--- src/rtl/uart_tx_arbiter.sv ---
// Two-requester 8N1 UART transmitter.
// Round-robin arbitration per byte, with optional packet locking: a byte
// sent with last=0 keeps the line reserved for its source until that source
// sends a byte with last=1, or until the owner has been idle for LOCK_TO
// consecutive IDLE cycles.
module uart_tx_arbiter #(
  parameter int unsigned BAUD_DIV = 96,   // clk_96mhz cycles per bit, 2..65535
  parameter int unsigned LOCK_TO  = 4096  // idle cycles before lock release, 1..65535
) (
  input  logic       clk_96mhz,
  input  logic       rstn,
  input  logic [7:0] req0_data,
  input  logic       req0_valid,
  input  logic       req0_last,
  output logic       req0_ready,
  input  logic [7:0] req1_data,
  input  logic       req1_valid,
  input  logic       req1_last,
  output logic       req1_ready,
  output logic       txd,
  output logic       busy,
  output logic       owner,
  output logic       locked
);

  typedef enum logic [1:0] {
    IDLE  = 2'd0,
    START = 2'd1,
    DATA  = 2'd2,
    STOP  = 2'd3
  } state_t;

  localparam logic [15:0] BAUD_LAST = 16'(BAUD_DIV - 1);
  localparam logic [15:0] LOCK_LAST = 16'(LOCK_TO - 1);

  state_t      state_q,    state_d;
  logic [7:0]  shift_q,    shift_d;
  logic [2:0]  bit_cnt_q,  bit_cnt_d;
  logic [15:0] baud_cnt_q, baud_cnt_d;
  logic [15:0] lock_cnt_q, lock_cnt_d;
  logic        txd_q,      txd_d;
  logic        busy_q,     busy_d;
  logic        owner_q,    owner_d;
  logic        locked_q,   locked_d;

  logic        grant0;
  logic        grant1;
  logic        accept;
  logic [7:0]  sel_data;
  logic        sel_last;
  logic        owner_valid;
  logic        baud_tick;

  // Arbitration: decide which (if any) requester is offered ready this cycle.
  always_comb begin
    grant0 = 1'b0;
    grant1 = 1'b0;
    if (rstn && (state_q == IDLE)) begin
      if (locked_q) begin
        // Only the lock holder may continue its packet.
        if (owner_q) begin
          grant1 = req1_valid;
        end else begin
          grant0 = req0_valid;
        end
      end else begin
        // The channel that did not send last gets first choice.
        if (owner_q) begin
          if (req0_valid) begin
            grant0 = 1'b1;
          end else begin
            grant1 = req1_valid;
          end
        end else begin
          if (req1_valid) begin
            grant1 = 1'b1;
          end else begin
            grant0 = req0_valid;
          end
        end
      end
    end else begin
      grant0 = 1'b0;
      grant1 = 1'b0;
    end
  end

  assign accept      = grant0 | grant1;
  assign sel_data    = grant1 ? req1_data : req0_data;
  assign sel_last    = grant1 ? req1_last : req0_last;
  assign owner_valid = owner_q ? req1_valid : req0_valid;
  assign baud_tick   = (baud_cnt_q == BAUD_LAST);

  // Next-state logic for the frame sequencer, lock tracking and line driver.
  always_comb begin
    state_d    = state_q;
    shift_d    = shift_q;
    bit_cnt_d  = bit_cnt_q;
    baud_cnt_d = baud_cnt_q;
    lock_cnt_d = lock_cnt_q;
    txd_d      = txd_q;
    busy_d     = busy_q;
    owner_d    = owner_q;
    locked_d   = locked_q;

    case (state_q)
      IDLE: begin
        if (accept) begin
          state_d    = START;
          shift_d    = sel_data;
          owner_d    = grant1;
          locked_d   = ~sel_last;
          txd_d      = 1'b0;
          busy_d     = 1'b1;
          baud_cnt_d = 16'd0;
          bit_cnt_d  = 3'd0;
          lock_cnt_d = 16'd0;
        end else begin
          txd_d  = 1'b1;
          busy_d = 1'b0;
          if (!locked_q) begin
            lock_cnt_d = 16'd0;
          end else if (!owner_valid) begin
            // Owner has gone quiet while holding the line: time it out.
            if (lock_cnt_q == LOCK_LAST) begin
              locked_d   = 1'b0;
              lock_cnt_d = 16'd0;
            end else begin
              lock_cnt_d = lock_cnt_q + 16'd1;
            end
          end else begin
            lock_cnt_d = lock_cnt_q;
          end
        end
      end

      START: begin
        if (baud_tick) begin
          state_d    = DATA;
          baud_cnt_d = 16'd0;
          bit_cnt_d  = 3'd0;
          txd_d      = shift_q[0];
        end else begin
          baud_cnt_d = baud_cnt_q + 16'd1;
        end
      end

      DATA: begin
        if (baud_tick) begin
          baud_cnt_d = 16'd0;
          if (bit_cnt_q == 3'd7) begin
            state_d   = STOP;
            bit_cnt_d = 3'd0;
            txd_d     = 1'b1;
          end else begin
            // Shift the next LSB into position and drive it.
            bit_cnt_d = bit_cnt_q + 3'd1;
            shift_d   = {1'b0, shift_q[7:1]};
            txd_d     = shift_q[1];
          end
        end else begin
          baud_cnt_d = baud_cnt_q + 16'd1;
        end
      end

      STOP: begin
        if (baud_tick) begin
          state_d    = IDLE;
          baud_cnt_d = 16'd0;
          busy_d     = 1'b0;
          txd_d      = 1'b1;
        end else begin
          baud_cnt_d = baud_cnt_q + 16'd1;
        end
      end

      default: begin
        state_d    = IDLE;
        baud_cnt_d = 16'd0;
        bit_cnt_d  = 3'd0;
        txd_d      = 1'b1;
        busy_d     = 1'b0;
      end
    endcase
  end

  // State and output registers with synchronous active-low reset.
  always_ff @(posedge clk_96mhz) begin
    if (!rstn) begin
      state_q    <= IDLE;
      shift_q    <= 8'h00;
      bit_cnt_q  <= 3'd0;
      baud_cnt_q <= 16'd0;
      lock_cnt_q <= 16'd0;
      txd_q      <= 1'b1;
      busy_q     <= 1'b0;
      owner_q    <= 1'b1;
      locked_q   <= 1'b0;
    end else begin
      state_q    <= state_d;
      shift_q    <= shift_d;
      bit_cnt_q  <= bit_cnt_d;
      baud_cnt_q <= baud_cnt_d;
      lock_cnt_q <= lock_cnt_d;
      txd_q      <= txd_d;
      busy_q     <= busy_d;
      owner_q    <= owner_d;
      locked_q   <= locked_d;
    end
  end

  assign req0_ready = grant0;
  assign req1_ready = grant1;
  assign txd        = txd_q;
  assign busy       = busy_q;
  assign owner      = owner_q;
  assign locked     = locked_q;

endmodule

--- config.mk ---
export PLATFORM = sky130hd
export DESIGN_NAME = uart_tx_arbiter
export DESIGN_NICKNAME = d
export VERILOG_FILES = /design/src/rtl/uart_tx_arbiter.sv
export SDC_FILE = /design/constraint.sdc
export NUM_CORES = 1
export LEC_CHECK = 0
export ABC_AREA = 1
export BUFFER_PORTS_ARGS = -buffer_cell sky130_fd_sc_hd__buf_2
export CORE_MARGIN = 2
export CORE_UTILIZATION = 65
export CTS_BUF_LIST = sky130_fd_sc_hd__clkbuf_8
export DETAILED_ROUTE_END_ITERATION = 10
export GPL_TIMING_DRIVEN = 0
export PLACE_DENSITY = 0.85
export SYNTH_ARGS = -nofsm -noshare
export SYNTH_HDL_FRONTEND = slang
export SYNTH_SLANG_ARGS = --single-unit
export TNS_END_PERCENT = 10
--- constraint.sdc ---
create_clock -name clk_96mhz -period 4.55 [get_ports clk_96mhz]
set_input_delay 0.91 -clock clk_96mhz [delete_from_list [all_inputs] [get_ports clk_96mhz]]
set_output_delay 0.91 -clock clk_96mhz [all_outputs]
set_load 0.02 [all_outputs]
======== Word-level counts from Yosys, hierarchy flattened ========
Cells that the tools add are included.
operators by class
  add/sub/neg operators ................... 3
  multipliers ............................. 0
  divide/modulo/power cells ............... 0
  $lt $le $gt $ge ......................... 0
  equality and inequality tests ........... 13
  shift-type cells ........................ 0
  mux-type cells .......................... 50
  bitwise gates (word level) .............. 2
  reductions and logical operators ........ 13
operators by type and width
  operator                                                                 count
  16-bit two-way mux                                                       6
  16-bit by 1-bit adder with 16-bit output, second input constant          2
  8-bit two-way mux                                                        4
  16-bit one-hot mux with 2 select lines                                   1
  1-bit two-way mux                                                        25
  16-bit by 12-bit equality test with 1-bit output, second input constant  1
  16-bit by 7-bit equality test with 1-bit output, second input constant   1
  8-bit one-hot mux with 2 select lines                                    1
  3-bit two-way mux                                                        4
  2-bit inequality test, second input constant                             6
  2-bit two-way mux                                                        5
  3-bit one-hot mux with 3 select lines                                    1
  2-bit one-hot mux with 4 select lines                                    1
  4-bit AND reduction                                                      2
  2-bit AND reduction                                                      3
  5-bit AND reduction                                                      1
  2-bit equality test, second input constant                               2
  1-bit one-hot mux with 4 select lines                                    1
  2-bit nonzero test                                                       2
  3-bit by 1-bit adder with 3-bit output, second input constant            1
  3-bit equality test, second input constant                               1
  3-bit inequality test, second input constant                             1
  3-bit AND reduction                                                      1
  3-bit nonzero test                                                       1
  other kinds (7)                                                          7
storage, ports and cells
  flip-flop bits (word level) ............. 49
  bits in latches ......................... 0
  memory bits (writable) .................. 0
  bits in read-only memories .............. 0
  input port bits ......................... 22
  output and inout port bits .............. 6
  logic and storage cells ................. 90
  memories ................................ 0

======== Longest topological paths before layout ========
Gate-level depths: netlist of run 1.
  word-level depth ........................ 7
  mapped depth ............................ 12
  mapped depth without buffers ............ 11

======== Worst setup path after synthesis of run 1 ========
Ideal clock, no wire load.
  kind .................................... input port to output port
  start ................................... input port req1_valid
  end ..................................... output port req1_ready
  data arrival time ....................... 1.475 ns
  required time ........................... 3.640 ns
  slack ................................... 2.165 ns
  stages .................................. 4
  path buffers ............................ 0
  cell sequence ........................... nand2_1 a21oi_2 nand2_2 inv_1
on the way
  cells in the longest elaborated chain, start to end .. 4
  elaborated cells on any way between the ends .. 6
  classes of those cells .................. mux: 6
ends and longest elaborated chain
  item                                  RTL line  RTL
  from (decl)                           17        input logic req1_valid,
  1-bit two-way mux (on tied branches)  75, 69
  1-bit two-way mux                     68        if (owner_q) begin
  1-bit two-way mux (*)                 59        if (locked_q) begin
  1-bit two-way mux (*)                 58        if (rstn && (state_q == IDLE)) begin
  to (decl)                             19        output logic req1_ready,
Every way passes the cells marked *; elsewhere a longest branch is shown, timed or not.

======== Final worst setup path of run 1 ========
  start ................................... register state_q[0]
  end ..................................... output port req1_ready
on the way
  cells in the longest elaborated chain, start to end .. 3
ends and longest elaborated chain
  item                    RTL line  RTL
  from (decl)             36        state_t state_q, state_d;
  from (signal assigned)  200       state_q <= state_d;
  2-bit logical NOT       58
  1-bit logical AND       58
  1-bit two-way mux       58
No other way between the ends.

==> qor.csv, run 1 <==
metric,value,unit
leakage,0.00170,uW
Slew headroom,0.632,
Starting Density,0.677,
Slew Limit Fails,0,
Final nets,607,
leading area contributor after synthesis,dfxtp_1,
most frequent CP cell,inv_1,
number of cell rows,25,
# Post-CTS Setup Buffers,0,
power per cell area,505,nW/um^2
Slowest cell on crit path,dfxtp_1,
Ys Warns,0,
crit-path cells,inv_1 > ha_1 > buf_4 > nand2_1 > a21oi_2 > nand2_2 > inv_1 > buf_2,
"Cell Area, Synth",3220,sq um
Max Cap Viol,0,
DR iter-0 viols,384,
worst flop-to-flop path endpoint,lock_cnt_q[11],
Resized cells post-CTS,0,
Area contributors post-synth,"dfxtp_1 (30%), nand2_1 (18%), nor2_1 (9.8%)",
Final Setup Violations,0,
crit end category,output pin,
CTS HTree Levels,2,
"IR drop worst, VDD",0.269,mV
kind of critical path,register to output pin,
Critical Path Start,state_q[0],
post-synthesis sequential area ratio,0.305,
dpl hpwl,5780,microns
routed length per instance,12.1,microns
DRC,0,
Critical path destination,req1_ready,
largest net degree at the start of global routing,15,
die height,74.4,microns
Inserted Clock Buffers,5,
"Primary FF master, synth",dfxtp_1,
placed insts,636,
1st-pass router iterations,5,
CTS tree,yes,
gpl congestion,0.965,
die span in x,74.4,microns
outcome,"complete, no violations",
final hold violations,0,
Seq cells post-synth,49,
CTS Sinks,49,
Finished Layout Cells,644,
DR vias,3460,
post-route ant nets,0,
full die area,5530,sq um
Clock transition at path regs,0.08,ns
diode count,0,
post-synthesis average cell area,5.94,sq um
WP data required,3.64,ns
I/O Pins,28,
PortBufs,27,
unrepaired setup endpoints after global routing,false,
CP Launch Type,register,
worst hold path class,register to register,
global route overflow,0,
Max stage delay on crit path,0.34,ns
Final Cycle Share,0.600,
via/cell ratio,5.37,
clock skew,0.0117,ns
Netlist cell types,32,
share of layout cells above drive strength 1,0.107,
max frequency,366,MHz
worst skew pair latency,0.31,ns
Mapped Cells,542,
Critical Path AT,1.82,ns
commonest cells in the synthesized netlist,"nand2_1 (156), nor2_1 (84), inv_1 (78)",
WL final,7810,microns
clock tree buffer depth,2,
Hold WS,0.490,ns
Post-synth EDFFs,0,
r2r worst-path depth,12,
CTS Hold Bufs,0,
top cell type's share of synthesized area,0.305,
Core Area,4750,sq um
"count leader, synth",nand2_1,
minimum clock period,2.73,ns
vias in the first global route,2935,
root buf cell,clkbuf_8,
Async SR Flop Fraction,0,
Syn-to-layout area delta,10.4,%
dpl cell area,3440,sq um
first-pass GRT wire length,12900,microns
r2r setup slk,2.52,ns
Syn Nets,573,
final instance area,3560,sq um
TNS Setup,0,ns
slew of the pin with the lowest slew margin,0.551,ns
RR Startpoint,state_q[0],
"critical path fanouts, max",9,
initial antenna violation count,0,
all-layer global routing usage,0.299,
==> power breakdown <==
| group | total, uW | internal, uW | leakage [uW] | switching, uW |
|---|---|---|---|---|
| registers | 567 | 507 | 0.000399 | 59.9 |
| clock network | 327 | 177 | 0.0000626 | 149 |
| logic | 904 | 299 | 0.00124 | 604 |
==> area by class of cell <==
cell class	instances	area, sq um
multi-input combinational	396	1840
fill	432	1200
sequential	49	981
inverter	81	304
timing repair buffer	27	135
buffer	16	93.8
tap	67	83.8
clock buffer	6	82.6
clock inverter	2	33.8
==> worst max-delay path: cells and delay by family, from the launching register on <==
family,cells,cell delay (ns)
buffers and inverters,4,0.67
flip-flops,1,0.34
AND/OR/NAND/NOR,2,0.23
adder cells (fa/ha/maj),1,0.17
AO/OA/AOI/OAI,1,0.12
==> logic make-up after synthesis <==
logic type / count (synthesis) / share of synthesized area
xor gates and xnor gates: 1 / 0.00272
AOI/OAI and AO/OA: 56 / 0.0936
buffers and inverters: 97 / 0.124
DFF: 49 / 0.305
and+or+nand+nor: 330 / 0.441
adders and majority gates: 9 / 0.0350
==> placed cells by master, fill, tap and decap left out, types with 2 or more instances in the layout <==
master,n
nand3b_1,2
ha_1,9
o211ai_1,2
clkbuf_8,6
buf_2,30
clkbuf_1,7
or2_2,3
a21oi_1,29
buf_4,4
buf_6,2
o21ai_1,6
nand2_2,5
a21oi_2,2
inv_2,3
nand3_1,56
dfxtp_1,49
nor3_1,7
o21ai_0,13
nand2_1,156
inv_1,79
nor2_1,84
nand4_1,11
==> worst min path at each step <==
stage                   startpoint        endpoint  slack, ns  cells past startpoint
floorplan               shift_q[7]      shift_q[7]       0.45                      2
global placement    baud_cnt_q[15]  baud_cnt_q[15]       0.47                      2
detailed placement  baud_cnt_q[15]  baud_cnt_q[15]       0.48                      2
CTS                 baud_cnt_q[15]  baud_cnt_q[15]       0.49                      2
global route        baud_cnt_q[15]  baud_cnt_q[15]       0.52                      2
finish              baud_cnt_q[15]  baud_cnt_q[15]       0.49                      2
==> sequential cells by signal (all words and copies together) (netlist names) <==
name	cells
baud_cnt_q	16
busy	1
lock_cnt_q	16
bit_cnt_q	3
locked	1
txd	1
state_q	2
shift_q	8
owner	1
==> stage by stage <==
step,setup WS [ns],util,power [uW]
final,1.82,0.748,1800
after global routing,1.62,0.748,1940
after CTS,1.82,0.748,1780
after detailed placement,1.86,0.723,1460
after global placement,1.87,0.723,1430
after floorplan,2.16,-,1250
==> per-layer routing <==
| metal | global-route usage | wire length [microns] | vias up |
|---|---|---|---|
| met5 | 0 | 0 | - |
| met4 | 0.105 | 123 | 0 |
| met3 | 0.0461 | 644 | 11 |
| met2 | 0.463 | 3320 | 166 |
| met1 | 0.423 | 3720 | 1510 |
| li1 | - | - | 1773 |
(Power assumes the default switching activity.)
==> run 2: changes to the inputs <==
--- a/config.mk
+++ b/config.mk
@@ -8,11 +8,11 @@
 export ABC_AREA = 1
 export BUFFER_PORTS_ARGS = -buffer_cell sky130_fd_sc_hd__buf_2
 export CORE_MARGIN = 2
-export CORE_UTILIZATION = 65
+export CORE_UTILIZATION = 56
 export CTS_BUF_LIST = sky130_fd_sc_hd__clkbuf_8
 export DETAILED_ROUTE_END_ITERATION = 10
 export GPL_TIMING_DRIVEN = 0
-export PLACE_DENSITY = 0.85
+export PLACE_DENSITY = 0.78
 export SYNTH_ARGS = -nofsm -noshare
 export SYNTH_HDL_FRONTEND = slang
 export SYNTH_SLANG_ARGS = --single-unit
==> constraint.sdc (replaced) <==
create_clock -name clk_96mhz -period 2.5 [get_ports clk_96mhz]
set_input_delay 0.5 -clock clk_96mhz [delete_from_list [all_inputs] [get_ports clk_96mhz]]
set_output_delay 0.5 -clock clk_96mhz [all_outputs]
set_load 0.02 [all_outputs]
==> qor.csv, run 2 (synthesized netlist as in run 1, its figures left out) <==
metric,value,unit,change
worst skew pair latency,0.31,ns,about the same
initial antenna violation count,0,,unchanged
kind of critical path,register to output pin,,
gpl congestion,0.943,,-2.3%
vias in the first global route,3091,,+5.3%
Final Setup Violations,0,,unchanged
placed insts,641,,+0.79%
slew of the pin with the lowest slew margin,0.581,ns,+0.0293 ns
final hold violations,0,,unchanged
Top Registers,"baud_cnt_q (16), lock_cnt_q (16), shift_q (8)",,
total power,3130,uW,+74%
"critical path fanouts, max",7,,-2
CTS tree,yes,,
Starting Density,0.581,,-0.0961
die height,79.8,microns,+7.3%
clock tree buffer depth,2,,unchanged
full die area,6370,sq um,+15%
Slew headroom,0.613,,-0.0195
worst hold path class,register to register,,
Hold WS,0.493,ns,+0.00301 ns
DR vias,3428,,-0.92%
unrepaired setup endpoints after global routing,false,,
1st-pass router iterations,5,,unchanged
CTS Sinks,49,,unchanged
first-pass GRT wire length,13900,microns,+7.7%
Max stage delay on crit path,0.34,ns,about the same
root buf cell,clkbuf_8,,
routed length per instance,12.5,microns,+3.4%
power per cell area,889,nW/um^2,+76%
Max Cap Viol,0,,unchanged
die span in x,79.8,microns,+7.3%
DRC,0,,unchanged
Slew Limit Fails,0,,unchanged
TNS Setup,0,ns,unchanged
"IR drop worst, VDD",0.521,mV,+94%
Inserted Clock Buffers,5,,unchanged
Critical Path AT,1.84,ns,+0.02 ns
Slowest cell on crit path,dfxtp_1,,
dpl hpwl,6100,microns,+5.5%
global route overflow,0,,unchanged
Final Cycle Share,0.937,,
r2r worst-path depth,12,,unchanged
"Core Util, Final",0.636,,-0.111
Metal-1 WL,3750,microns,+0.67%
share of layout cells above drive strength 1,0.106,,-0.00173
Finished Layout Cells,649,,+0.78%
RR Startpoint,state_q[0],,
Levels on crit path,8,,unchanged
WP data required,2.00,ns,-1.64 ns
routed length on met2,3560,microns,+7.4%
leakage,0.00169,uW,-0.76%
crit-path cells,inv_1 > ha_1 > buf_4 > nand2_1 > a21oi_1 > nand2_1 > inv_1 > buf_2,,
met3 routed WL,723,microns,+12%
crit end category,output pin,,
"delay-heaviest family, CP",buffers and inverters,,
Final nets,607,,unchanged
CP Launch Type,register,,
outcome,"complete, no violations",,
I/O Pins,28,,unchanged
largest net degree at the start of global routing,14,,-1
worst flop-to-flop path endpoint,lock_cnt_q[7],,
Core Area,5540,sq um,+17%
DR iter-0 viols,235,,-39%
via/cell ratio,5.28,,-1.7%
max frequency,427,MHz,
minimum clock period,2.34,ns,
CTS HTree Levels,2,,unchanged
number of cell rows,27,,+8.0%
Critical Path Start,state_q[0],,
WL final,8140,microns,+4.3%
all-layer global routing usage,0.274,,-0.0242
PortBufs,27,,unchanged
Resized cells post-CTS,0,,unchanged
Top Layer Used,met4,,
r2r setup slk,0.43,ns,-2.09 ns
Critical path destination,req0_ready,,
clock skew,0.00773,ns,-0.00396 ns
# Post-CTS Setup Buffers,0,,unchanged
post-route ant nets,0,,unchanged
most frequent cells in the layout,"nand2_1 (156), nor2_1 (84), inv_1 (80)",,
diode count,0,,unchanged
"most common cell after layout, fill and taps aside",nand2_1,,
Clock transition at path regs,0.09,ns,about the same
Syn-to-layout area delta,9.48,%,
CTS Hold Bufs,0,,unchanged
Bufs and invs on worst path,4,,unchanged
## run 2: changes by cell type in the layout (fill, tap and decap cells not counted)
cell	change
bufinv_16	-1
clkbuf_8	-1
inv_1	+1
inv_2	+1
## run 2: where the power goes
part	internal (uW)	switching [uW]	leakage (uW)
clock network	188	272	0.0000519
registers	923	108	0.000399
logic	545	1100	0.00123
total	1660	1480	0.00169
## run 2: layout make-up
class                   count  area (sq um)
fillers                   568          2010
well taps                  72          90.1
inverters                  81           304
plain buffers              16          93.8
repair buffers             27           135
clock buffers               5          68.8
clock inverters             3          11.3
multi-input cells         396          1840
flip-flops and latches     49           981
## run 2: metrics by stage
stage | cell area, sq um | worst slack [ns]
floorplan | 3220 | 0.754
global placement | 3450 | 0.498
detailed placement | 3450 | 0.454
CTS | 3530 | 0.0953
global route | 3530 | 0.00275
finish | 3530 | 0.157
## run 2: worst min-delay path by stage
stage                   startpoint        endpoint  cells after the start
floorplan               shift_q[7]      shift_q[7]                      2
global placement      bit_cnt_q[1]    bit_cnt_q[1]                      2
detailed placement  baud_cnt_q[15]  baud_cnt_q[15]                      2
CTS                 baud_cnt_q[15]  baud_cnt_q[15]                      2
global route        baud_cnt_q[15]  baud_cnt_q[15]                      2
finish              baud_cnt_q[15]  baud_cnt_q[15]                      2
## run 2: worst register-to-register path, delay by kind of cell, from the launching register on
kind | cells | cell delay [ns]
adders and majority gates | 1 | 0.21
DFF | 1 | 0.38
AOI/OAI and AO/OA | 1 | 0.05
and+or+nand+nor | 8 | 1.10
buffers and inverters | 2 | 0.28
## run 2: layer usage
layer  up-vias  GRT usage
met5         -          0
met4         0     0.0814
met3        10     0.0532
met2       126      0.437
met1      1525      0.376
li1       1767          -
==> run 3: changes to the inputs <==
--- a/config.mk
+++ b/config.mk
@@ -5,7 +5,6 @@
 export SDC_FILE = /design/constraint.sdc
 export NUM_CORES = 1
 export LEC_CHECK = 0
-export ABC_AREA = 1
 export BUFFER_PORTS_ARGS = -buffer_cell sky130_fd_sc_hd__buf_2
 export CORE_MARGIN = 2
 export CORE_UTILIZATION = 56
==> qor.csv, run 3 <==
metric,value,unit,change
outcome,"complete, no violations",,
root buf cell,clkbuf_8,,
Clock transition at path regs,0.09,ns,about the same
all-layer global routing usage,0.262,,-0.0119
"critical path fanouts, max",10,,+3
Starting Density,0.581,,-0.000726
diode count,0,,unchanged
unrepaired setup endpoints after global routing,true,,
placed insts,467,,-27%
Finished Layout Cells,479,,-26%
Async SR Flop Fraction,0,,unchanged
WP data required,2.73,ns,+0.73 ns
most frequent cells in the layout,"dfxtp_1 (47), nand2_1 (45), buf_2 (30)",,
"Primary FF master, synth",dfxtp_1,,
"most common cell after layout, fill and taps aside",dfxtp_1,,
P_int,1810,uW,+9.3%
initial antenna violation count,0,,unchanged
clock power share,0.154,,+0.007
die span in x,77,microns,-3.6%
post-synthesis sequential area ratio,0.329,,+0.0241
I/O Pins,28,,unchanged
clock tree buffer depth,2,,unchanged
WL final,7720,microns,-5.2%
post-synthesis average cell area,8.07,sq um,+36%
DR iter-0 viols,359,,+53%
DR vias,3032,,-12%
Core Area,5140,sq um,-7.2%
Ys Warns,0,,unchanged
Comb power frac,0.536,,+0.012
max frequency,414,MHz,-3.0%
slew of the pin with the lowest slew margin,0.633,ns,+0.0521 ns
Hold WS,0.459,ns,-0.0341 ns
crit end category,register,,
Netlist cell types,55,,+72%
Post-synth EDFFs,0,,unchanged
share of layout cells above drive strength 1,0.169,,+0.0630
clock skew,0.00696,ns,-0.000765 ns
leakage,0.00123,uW,-27%
Flop pwr share,0.310,,-0.019
Slew headroom,0.578,,-0.0347
gpl congestion,0.891,,-5.5%
routed length per instance,16.1,microns,+28%
Max Cap Viol,0,,unchanged
r2r setup slk,0.09,ns,-0.34 ns
full die area,5930,sq um,-7.0%
"count leader, synth",dfxtp_1,,
Final nets,440,,-28%
number of cell rows,26,,-3.7%
die height,77,microns,-3.6%
total power,3170,uW,+1.3%
"IR drop worst, VDD",0.683,mV,+31%
switching share of total power,0.430,,-0.0417
worst hold path class,register to register,,
DRC,0,,unchanged
CTS HTree Levels,2,,unchanged
Final Setup Violations,0,,unchanged
first-pass GRT wire length,12700,microns,-8.6%
Top Registers,"baud_cnt_q (16), lock_cnt_q (16), shift_q (8)",,
CP Launch Type,register,,
Mapped Cells,370,,-32%
power per cell area,947,nW/um^2,+6.6%
"Cell Area, Synth",2980,sq um,-7.3%
kind of critical path,register to register,,
minimum clock period,2.41,ns,+0.0717 ns
CTS Sinks,49,,unchanged
Inserted Clock Buffers,5,,unchanged
leading area contributor after synthesis,dfxtp_1,,
post-route ant nets,0,,unchanged
largest net degree at the start of global routing,14,,unchanged
Syn-to-layout area delta,12.3,%,
PortBufs,27,,unchanged
1st-pass router iterations,6,,+1
Seq cells post-synth,49,,unchanged
Area contributors post-synth,"dfxtp_1 (33%), nand2_1 (5.7%), a21oi_1 (4.9%)",,
Slew Limit Fails,0,,unchanged
pre-CTS WS,-0.0887,ns,-0.542 ns
vias in the first global route,2666,,-14%
final hold violations,0,,unchanged
Critical Path AT,2.65,ns,+0.81 ns
switching pwr,1360,uW,-7.7%
commonest cells in the synthesized netlist,"dfxtp_1 (49), nand2_1 (45), a21oi_1 (29)",,
worst setup margin,0.0854,ns,-0.0717 ns
CTS Hold Bufs,0,,unchanged
CTS tree,yes,,
Syn Nets,401,,-30%
Slowest cell on crit path,or3_2,,
final instance area,3350,sq um,-5.0%
crit-path cells,inv_1 > ha_1 > clkbuf_8 > nor3b_1 > a311oi_4 > o211ai_1 > or3_2 > a21oi_1,,
worst skew pair latency,0.31,ns,about the same
dpl hpwl,5450,microns,-11%
via/cell ratio,6.33,,+20%
Final Cycle Share,0.966,,+0.0287
Max stage delay on crit path,0.46,ns,+0.12 ns
global route overflow,0,,unchanged
top cell type's share of synthesized area,0.329,,+0.0241
dpl cell area,3210,sq um,-6.9%
[run 3: cell types whose count changed after synthesis, sizes merged, moves of 13 or more]
cell	delta
clkbuf	+13
inv	-72
mux2i	+13
nand2	-115
nand3	-36
nor2	-72
[run 3: logic make-up after synthesis]
| group | share of synthesized area |
|---|---|
| mux | 0.0776 |
| simple gates | 0.282 |
| flops | 0.329 |
| fa+ha+maj | 0.0377 |
| compound gates | 0.224 |
| buf+inv | 0.0495 |
[run 3: stage by stage]
step / util / TNS, ns
after floorplan: - / 0
after detailed placement: 0.624 / -0.459
after global routing: 0.652 / -0.0672
after global placement: 0.624 / -0.534
after CTS: 0.642 / -0.0193
final: 0.652 / 0
[run 3: routing by layer]
metal,up-vias,GRT usage,part of all wire
li1,1465,-,-
met1,1419,0.342,0.44
met2,130,0.431,0.47
met3,18,0.0529,0.069
met4,0,0.0964,0.024
met5,-,0,0
[run 3: what timing repair did]
| action | in CTS | in global routing |
|---|---|---|
| endpoints found under the setup margin | 5 | 21 |
| pin swaps | 0 | 2 |
| gates resized for setup | 3 | 11 |
| setup buffers | 0 | 5 |
[run 3: area by class of cell]
type / count / area (sq um)
multi-input combinational: 286 / 1860
fill: 452 / 1790
sequential: 49 / 983
timing repair buffer: 32 / 173
buffer: 26 / 128
tap: 70 / 87.6
clock buffer: 6 / 82.6
inverter: 9 / 33.8
clock inverter: 1 / 3.75
[run 3: power by group through the flow]
stage / Clock [uW] / Combinational, uW / Sequential [uW]
final: 488 / 1700 / 984
after CTS: 487 / 1570 / 978
after global placement: 0 / 1540 / 986
after detailed placement: 0 / 1560 / 995
after floorplan: 0 / 1160 / 999
after global routing: 519 / 1860 / 997
[run 3: worst paths after layout]
kind	start	endpoint	depth (start not counted)
hold / removal	shift_q[4]	shift_q[4]	2
setup reg to reg	state_q[0]	bit_cnt_q[1]	8
setup / recovery	state_q[0]	bit_cnt_q[1]	8
hold reg to reg	shift_q[4]	shift_q[4]	2
[run 3: critical path: cells and delay by family (launching register included)]
kind | cells | cell delay [ns]
AOI/OAI and AO/OA | 3 | 0.84
adders and majority gates | 1 | 0.25
buffers and inverters | 2 | 0.26
DFF | 1 | 0.36
and+or+nand+nor | 2 | 0.63
